===== src/rtl/uart_pkg.sv =====
// Shared definitions for the parametrised UART receiver: FSM states, parity
// polarity constants and the data-length clamp used when a frame is latched.
package uart_pkg;

  typedef enum logic [2:0] {
    ST_IDLE,
    ST_START,
    ST_DATA,
    ST_PARITY,
    ST_STOP1,
    ST_STOP2,
    ST_HOLD
  } rx_state_t;

  localparam logic PAR_EVEN     = 1'b0;
  localparam logic PAR_ODD      = 1'b1;
  localparam int   MIN_DATA_LEN = 5;

  // Requested lengths outside MIN_DATA_LEN..max_len saturate to the nearest limit.
  function automatic logic [3:0] clamp_len(input logic [3:0] req, input int max_len);
    if (int'(req) < MIN_DATA_LEN) return 4'(MIN_DATA_LEN);
    if (int'(req) > max_len) return 4'(max_len);
    return req;
  endfunction

endpackage


===== src/rtl/uart_rx_fifo.sv =====
// First-word-fall-through receive FIFO; the head word is visible while not empty
// and reads as zero when empty. A push on full is accepted only if a pop frees a slot.
module uart_rx_fifo #(
  parameter int WIDTH = 10,
  parameter int DEPTH = 8
) (
  input  logic                     rx_clk,
  input  logic                     rst,
  input  logic                     push,
  input  logic [WIDTH-1:0]         wdata,
  input  logic                     pop,
  output logic [WIDTH-1:0]         rdata,
  output logic                     full,
  output logic                     empty,
  output logic [$clog2(DEPTH):0]   level
);

  localparam int AW = $clog2(DEPTH);
  localparam logic [AW:0] FULL_LVL = (AW + 1)'(DEPTH);

  logic [WIDTH-1:0] mem [DEPTH];
  logic [AW-1:0]    wr_ptr;
  logic [AW-1:0]    rd_ptr;
  logic [AW:0]      count;
  logic             do_push;
  logic             do_pop;

  assign empty   = (count == '0);
  assign full    = (count == FULL_LVL);
  assign do_pop  = pop && !empty;
  assign do_push = push && (!full || do_pop);
  assign level   = count;
  assign rdata   = empty ? '0 : mem[rd_ptr];

  always_ff @(posedge rx_clk or negedge rst) begin
    if (!rst) begin
      wr_ptr <= '0;
      rd_ptr <= '0;
      count  <= '0;
    end else begin
      if (do_push) wr_ptr <= wr_ptr + 1'b1;
      if (do_pop)  rd_ptr <= rd_ptr + 1'b1;
      if (do_push && !do_pop)      count <= count + 1'b1;
      else if (!do_push && do_pop) count <= count - 1'b1;
    end
  end

  always_ff @(posedge rx_clk) begin
    if (do_push) mem[wr_ptr] <= wdata;
  end

endmodule


===== src/rtl/uart_rx_param.sv =====
// Parametrised oversampling UART receiver with error tagging and receive FIFO.
// Define UART_RX_MAJORITY_EN to decide each bit by a 3-sample majority vote.
module uart_rx_param
  import uart_pkg::*;
#(
  parameter int DATA_W = 8,
  parameter int OSR    = 16,
  parameter int FIFO_D = 8
) (
  input  logic                      rx_clk,
  input  logic                      rst,
  input  logic                      rx_en,
  input  logic                      rx,
  input  logic                      parity_en,
  input  logic                      parity_type,
  input  logic [3:0]                data_len,
  input  logic                      stop2,
  input  logic                      rd_en,
  output logic [DATA_W-1:0]         rd_data,
  output logic                      rd_perr,
  output logic                      rd_ferr,
  output logic                      rd_valid,
  output logic [$clog2(FIFO_D):0]   fifo_level,
  output logic                      overrun,
  output logic                      break_det,
  input  logic                      err_clr
);

  localparam int CW = $clog2(OSR);

  logic [1:0]          sync_q;
  logic                rx_s;
  logic                rx_prev;
  rx_state_t           state;
  logic [CW-1:0]       cnt;
  logic [3:0]          len_q;
  logic                par_en_q;
  logic                par_type_q;
  logic                stop2_q;
  logic [3:0]          bit_cnt;
  logic [DATA_W-1:0]   bit_mask;
  logic [DATA_W-1:0]   data_q;
  logic                perr_q;
  logic                ferr_q;
  logic                zero_q;
  logic                push_q;
  logic                bit_val;
  logic                at_sample;
  logic                at_end;
  logic                fifo_full;
  logic                fifo_empty;
  logic [DATA_W+1:0]   head;

  assign rx_s = sync_q[1];

  always_ff @(posedge rx_clk or negedge rst) begin
    if (!rst) begin
      sync_q  <= 2'b11;
      rx_prev <= 1'b1;
    end else begin
      sync_q  <= {sync_q[0], rx};
      rx_prev <= rx_s;
    end
  end

`ifdef UART_RX_MAJORITY_EN
  localparam int SAMPLE_AT = OSR / 2;
  logic samp_a;
  logic samp_b;

  always_ff @(posedge rx_clk or negedge rst) begin
    if (!rst) begin
      samp_a <= 1'b1;
      samp_b <= 1'b1;
    end else begin
      if (cnt == CW'(OSR / 2 - 2)) samp_a <= rx_s;
      if (cnt == CW'(OSR / 2 - 1)) samp_b <= rx_s;
    end
  end

  assign bit_val = (samp_a & samp_b) | (samp_a & rx_s) | (samp_b & rx_s);
`else
  localparam int SAMPLE_AT = OSR / 2 - 1;
  assign bit_val = rx_s;
`endif

  assign at_sample = (cnt == CW'(SAMPLE_AT));
  assign at_end    = (cnt == CW'(OSR - 1));

  // The word is pushed from the last stop bit's mid-point, then the FSM re-arms
  // at once so a start bit immediately following the stop bit is not missed.
  always_ff @(posedge rx_clk or negedge rst) begin
    if (!rst) begin
      state      <= ST_IDLE;
      cnt        <= '0;
      len_q      <= 4'(MIN_DATA_LEN);
      par_en_q   <= 1'b0;
      par_type_q <= PAR_EVEN;
      stop2_q    <= 1'b0;
      bit_cnt    <= '0;
      bit_mask   <= '0;
      data_q     <= '0;
      perr_q     <= 1'b0;
      ferr_q     <= 1'b0;
      zero_q     <= 1'b0;
      push_q     <= 1'b0;
      break_det  <= 1'b0;
    end else begin
      push_q    <= 1'b0;
      break_det <= 1'b0;
      case (state)
        ST_IDLE: begin
          if (rx_en && rx_prev && !rx_s) begin
            state      <= ST_START;
            cnt        <= '0;
            len_q      <= clamp_len(data_len, DATA_W);
            par_en_q   <= parity_en;
            par_type_q <= parity_type;
            stop2_q    <= stop2;
            bit_cnt    <= '0;
            bit_mask   <= DATA_W'(1);
            data_q     <= '0;
            perr_q     <= 1'b0;
            ferr_q     <= 1'b0;
            zero_q     <= 1'b1;
          end
        end
        ST_HOLD: begin
          if (rx_s) state <= ST_IDLE;
        end
        default: begin
          cnt <= at_end ? '0 : cnt + 1'b1;
          if (at_sample) begin
            case (state)
              ST_START: begin
                if (bit_val) state <= ST_IDLE;
              end
              ST_DATA: begin
                if (bit_val) begin
                  data_q <= data_q | bit_mask;
                  zero_q <= 1'b0;
                end
                bit_mask <= bit_mask << 1;
              end
              ST_PARITY: begin
                perr_q <= ((^data_q) ^ bit_val) != par_type_q;
                if (bit_val) zero_q <= 1'b0;
              end
              ST_STOP1: begin
                if (!bit_val && zero_q) begin
                  break_det <= 1'b1;
                  state     <= ST_HOLD;
                end else begin
                  ferr_q <= ferr_q | !bit_val;
                  if (!stop2_q) begin
                    push_q <= 1'b1;
                    state  <= ST_IDLE;
                  end
                end
              end
              ST_STOP2: begin
                ferr_q <= ferr_q | !bit_val;
                push_q <= 1'b1;
                state  <= ST_IDLE;
              end
              default: ;
            endcase
          end
          if (at_end) begin
            case (state)
              ST_START:  state <= ST_DATA;
              ST_DATA: begin
                if (bit_cnt == len_q - 4'd1) state <= par_en_q ? ST_PARITY : ST_STOP1;
                else bit_cnt <= bit_cnt + 4'd1;
              end
              ST_PARITY: state <= ST_STOP1;
              ST_STOP1:  state <= ST_STOP2;
              default: ;
            endcase
          end
        end
      endcase
    end
  end

  // A set in the same cycle as err_clr wins so a fresh drop is never lost.
  always_ff @(posedge rx_clk or negedge rst) begin
    if (!rst) begin
      overrun <= 1'b0;
    end else if (push_q && fifo_full && !(rd_en && !fifo_empty)) begin
      overrun <= 1'b1;
    end else if (err_clr) begin
      overrun <= 1'b0;
    end
  end

  uart_rx_fifo #(
    .WIDTH (DATA_W + 2),
    .DEPTH (FIFO_D)
  ) u_fifo (
    .rx_clk (rx_clk),
    .rst    (rst),
    .push   (push_q),
    .wdata  ({perr_q, ferr_q, data_q}),
    .pop    (rd_en),
    .rdata  (head),
    .full   (fifo_full),
    .empty  (fifo_empty),
    .level  (fifo_level)
  );

  assign rd_data  = head[DATA_W-1:0];
  assign rd_ferr  = head[DATA_W];
  assign rd_perr  = head[DATA_W+1];
  assign rd_valid = !fifo_empty;

endmodule

===== config.mk =====
export PLATFORM = sky130hd
export DESIGN_NAME = uart_rx_param
export DESIGN_NICKNAME = d
export VERILOG_FILES = /design/src/rtl/uart_pkg.sv /design/src/rtl/uart_rx_fifo.sv /design/src/rtl/uart_rx_param.sv
export SDC_FILE = /design/constraint.sdc
export NUM_CORES = 1
export LEC_CHECK = 0
export CAP_MARGIN = 10
export CORE_MARGIN = 2
export CORE_UTILIZATION = 28
export DETAILED_ROUTE_END_ITERATION = 7
export GPL_ROUTABILITY_DRIVEN = 0
export SLEW_MARGIN = 10
export SYNTH_ARGS = -nofsm -noshare
export SYNTH_HDL_FRONTEND = slang
export SYNTH_HIERARCHICAL = 1
export SYNTH_SLANG_ARGS = --single-unit
export TNS_END_PERCENT = 20

===== constraint.sdc =====
create_clock -name rx_clk -period 2.65 [get_ports rx_clk]
set_clock_uncertainty 0.15 [all_clocks]
set_input_delay 0.265 -clock rx_clk [delete_from_list [all_inputs] [get_ports rx_clk]]
set_output_delay 0.265 -clock rx_clk [all_outputs]
set_load 0.1 [all_outputs]

==> results.md <==
- Seq. cell area: 3750 µm²
- Die ar.: 22000 µm²
- Synth area leaders: edfxtp_1, dfrtp_1, mux4_2
- P_leak: 0.002747 µW
- Core area: 20360 µm²
- Launch point of the worst path: u_fifo/level[2]
- Area grow syn2layout: 26.88%
- Number of diodes: 0
- Max Cap Viol: 0
- Via Count: 3469
- DPL Wire Length: 7.505 mm
- Worst IR drop on VDD: 0.0004022 V
- Multi-input gate area: 2019 µm²
- Cell area after layout: 7400 µm²
- Setup ws final: -0.01611 ns
- Failing checks: setup timing
- Mapped Cells: 394
- Largest net degree at the start of global routing: 44
- Number of library cell types mapped by synthesis: between 60 and 70
- Cell area after synthesis: about 6000 µm²
- CP Capture Type: flop
- Worst Hold Class: primary input to asynchronous set/reset pin
- Final slew viol count: 0
- Worst Setup EP: u_fifo/level[3]
- Final Cycle Share: 100.6%
- Layout cells sized above 1: about 30%
- Post-synth EDFFs: 80
- Die X: 148.3 µm
- # DRC: 0
- Fill count: 1888
- Mapped Nets: 416
- Die height: between 100 and 150 µm
- Asr flop ratio synth: 39.85%
- Ys flop type: edfxtp_1
- Clk slew on worst S/H paths: 0.06 ns
- FF-to-FF setup slack: -0.02 ns
- CTS Buf Count: 17
- RR Startpoint: u_fifo/level[2]
- Port buffer count: 29
- FF-to-FF path depth: 10
- Most instantiated cells after synthesis: edfxtp_1, dfrtp_1, nand2_1, mux4_2, a22o_1
- H-tree levels: 4
- Detail Route Antenna Nets: 0
- Setup-failing EPs final: 3
- Per-cell routed wire length: roughly 15 µm
- Cell Area, Placed: between 6000 and 7000 µm²
- Syn avg cell area: about 15 µm²
- Worst Setup Start Kind: flop
- Setup TNS: -0.03557 ns
- Post-Route WL: 11.37 mm
- Met3 WL: between 300 and 400 µm
- GRT Util Overall: 10.90%
- Row cnt: 52
- Crit path kind: flop to flop
- Fin. Hold Viols: 0
- Via-per-instance ratio: approximately 4.7
- Min Tclk post-route: 2.666 ns
- Longest Clk Path Bufs: 2
- Peak Freq: 375.1 MHz
- RSZ-0062 raised after global routing: true
- DRT Pass-1 Iters: 4
- Normalized max-slew margin: 24.34%
- Initial antenna violation count: 0
- Io pins: 30
- Metal2 WL: 6.105 mm
- Ys Warns: 6
- Most frequent cell after synthesis: edfxtp_1
- First-pass GRT wire length: 18.57 mm
- TritonCTS clock tree: yes
- Final net count: 480
- Tightest Pin Transition: ~1.1 ns
- Initial DRC Count: 224
- Clock root cell: clkbuf_16
- Vias in the first global route: roughly 3500
- Clock tree sinks: 133
- Pwr/cell area: 1222 nW/µm²
- Critical path peak fanout: 3
- Yosys reg bits: around 130
- Highest metal used: met4
- Reg2reg end: u_fifo/level[3]
- Leading area contributor after synthesis: edfxtp_1
- Utilization after layout: 36.34%
- Synth top area share: 41.19%
- Global route overflow: 0
- DRT met1 WL: slightly below 5 mm
- Setup WS pre-CTS: -0.06705 ns
- Part of the Yosys area used for sequential elements: 64.04%
- Status: finished with violations
- Worst EP arrival: 2.82 ns
- Crit path required time: 2.81 ns
- Worst-skew pair later-pin latency: 0.41 ns
- Starting Density: 28.64%
==> how the worst min path moves through the flow <==
stage,startpoint,end,slack (ns),depth (start not counted)
final,rst,cnt[2],0.11,2
after detailed placement,rst,cnt[2],0.01,1
after global routing,rx,sync_q[0],0.1,1
after CTS,rst,overrun,0.10,2
after floorplan,rst,bit_cnt[0],-0.18,0
after global placement,rst,cnt[2],0.01,1
==> sequential cells by signal, summed over array words and instances (netlist names), 2 cells and up <==
name,count
bit_cnt,4
bit_mask,8
cnt,4
data_q,8
len_q,4
state,3
sync_q,2
u_fifo/level,4
u_fifo/mem,80
u_fifo/rd_ptr,3
u_fifo/wr_ptr,3
==> placed cells by master, fill, tap and decap left out, types with 10 or more instances in the layout <==
cell,instances
mux4_2,20
nor2_1,17
dfrtp_1,44
edfxtp_1,80
buf_4,34
inv_1,15
nand2_1,20
a22o_1,15
clkdlybuf4s50_1,11
o21ai_0,18
clkbuf_16,17
xnor2_1,17
buf_12,10
==> cell families after synthesis <==
family                   synth area share (%)
flip-flops                              64.04
AND/OR/NAND/NOR                         8.346
AO/OA/AOI/OAI                           9.977
buffers and inverters                   2.832
multiplexers                            9.504
XOR/XNOR                                3.240
adder cells (fa/ha/maj)                 2.060
==> worst max-delay path, stage by stage (launching register included) <==
cell	delay (ns)
dfrtp_4	0.47
or4b_4	0.56
o21ai_4	0.17
inv_2	0.06
ha_4	0.16
inv_4	0.06
buf_4	0.13
ha_1	0.20
a21oi_1	0.10
a2111o_1	0.40
o211ai_1	0.11
==> layout make-up <==
cell class,count,area share [%]
flip-flops and latches,133,50.68
clock inverters,12,2.080
repair buffers,61,8.455
well taps,270,4.565
multi-input cells,226,27.29
inverters,19,1.031
clock buffers,20,5.901
==> per-stage QoR <==
stage / total power [µW] / instances / hold slack [ns]
5_1_grt: 9449 / 741 / 0.09769
6_report: 9040 / 741 / 0.1083
4_1_cts: 9086 / 739 / 0.1006
2_1_floorplan: 5403 / 394 / -0.1806
3_5_place_dp: 6532 / 702 / 0.01097
3_3_place_gp: 6452 / 702 / 0.01161
==> routing by layer <==
layer  GRT usage, %  up-vias
met2          19.40       48
met4          2.810        0
met3          3.190        6
li1               -     1646
met5              0        -
met1          12.95     1769
==> timing repair <==
| item | CTS | global route |
|---|---|---|
| setup buffers | 3 | 2 |
| endpoints found under the setup margin | 11 | 11 |
| pin swaps | 0 | 10 |
| gates cloned | 1 | 0 |
| gates resized for setup | 13 | 3 |
| hold buffers | 1 | 0 |
| hold endpoints to repair | 10 | 0 |
==> power by group <==
part / switching, µW / internal [µW]
Clock: 869 / 1480
Combinational: 2320 / 1650
Sequential: 274 / 2450
No activity file was read; power rests on OpenSTA's default activity.
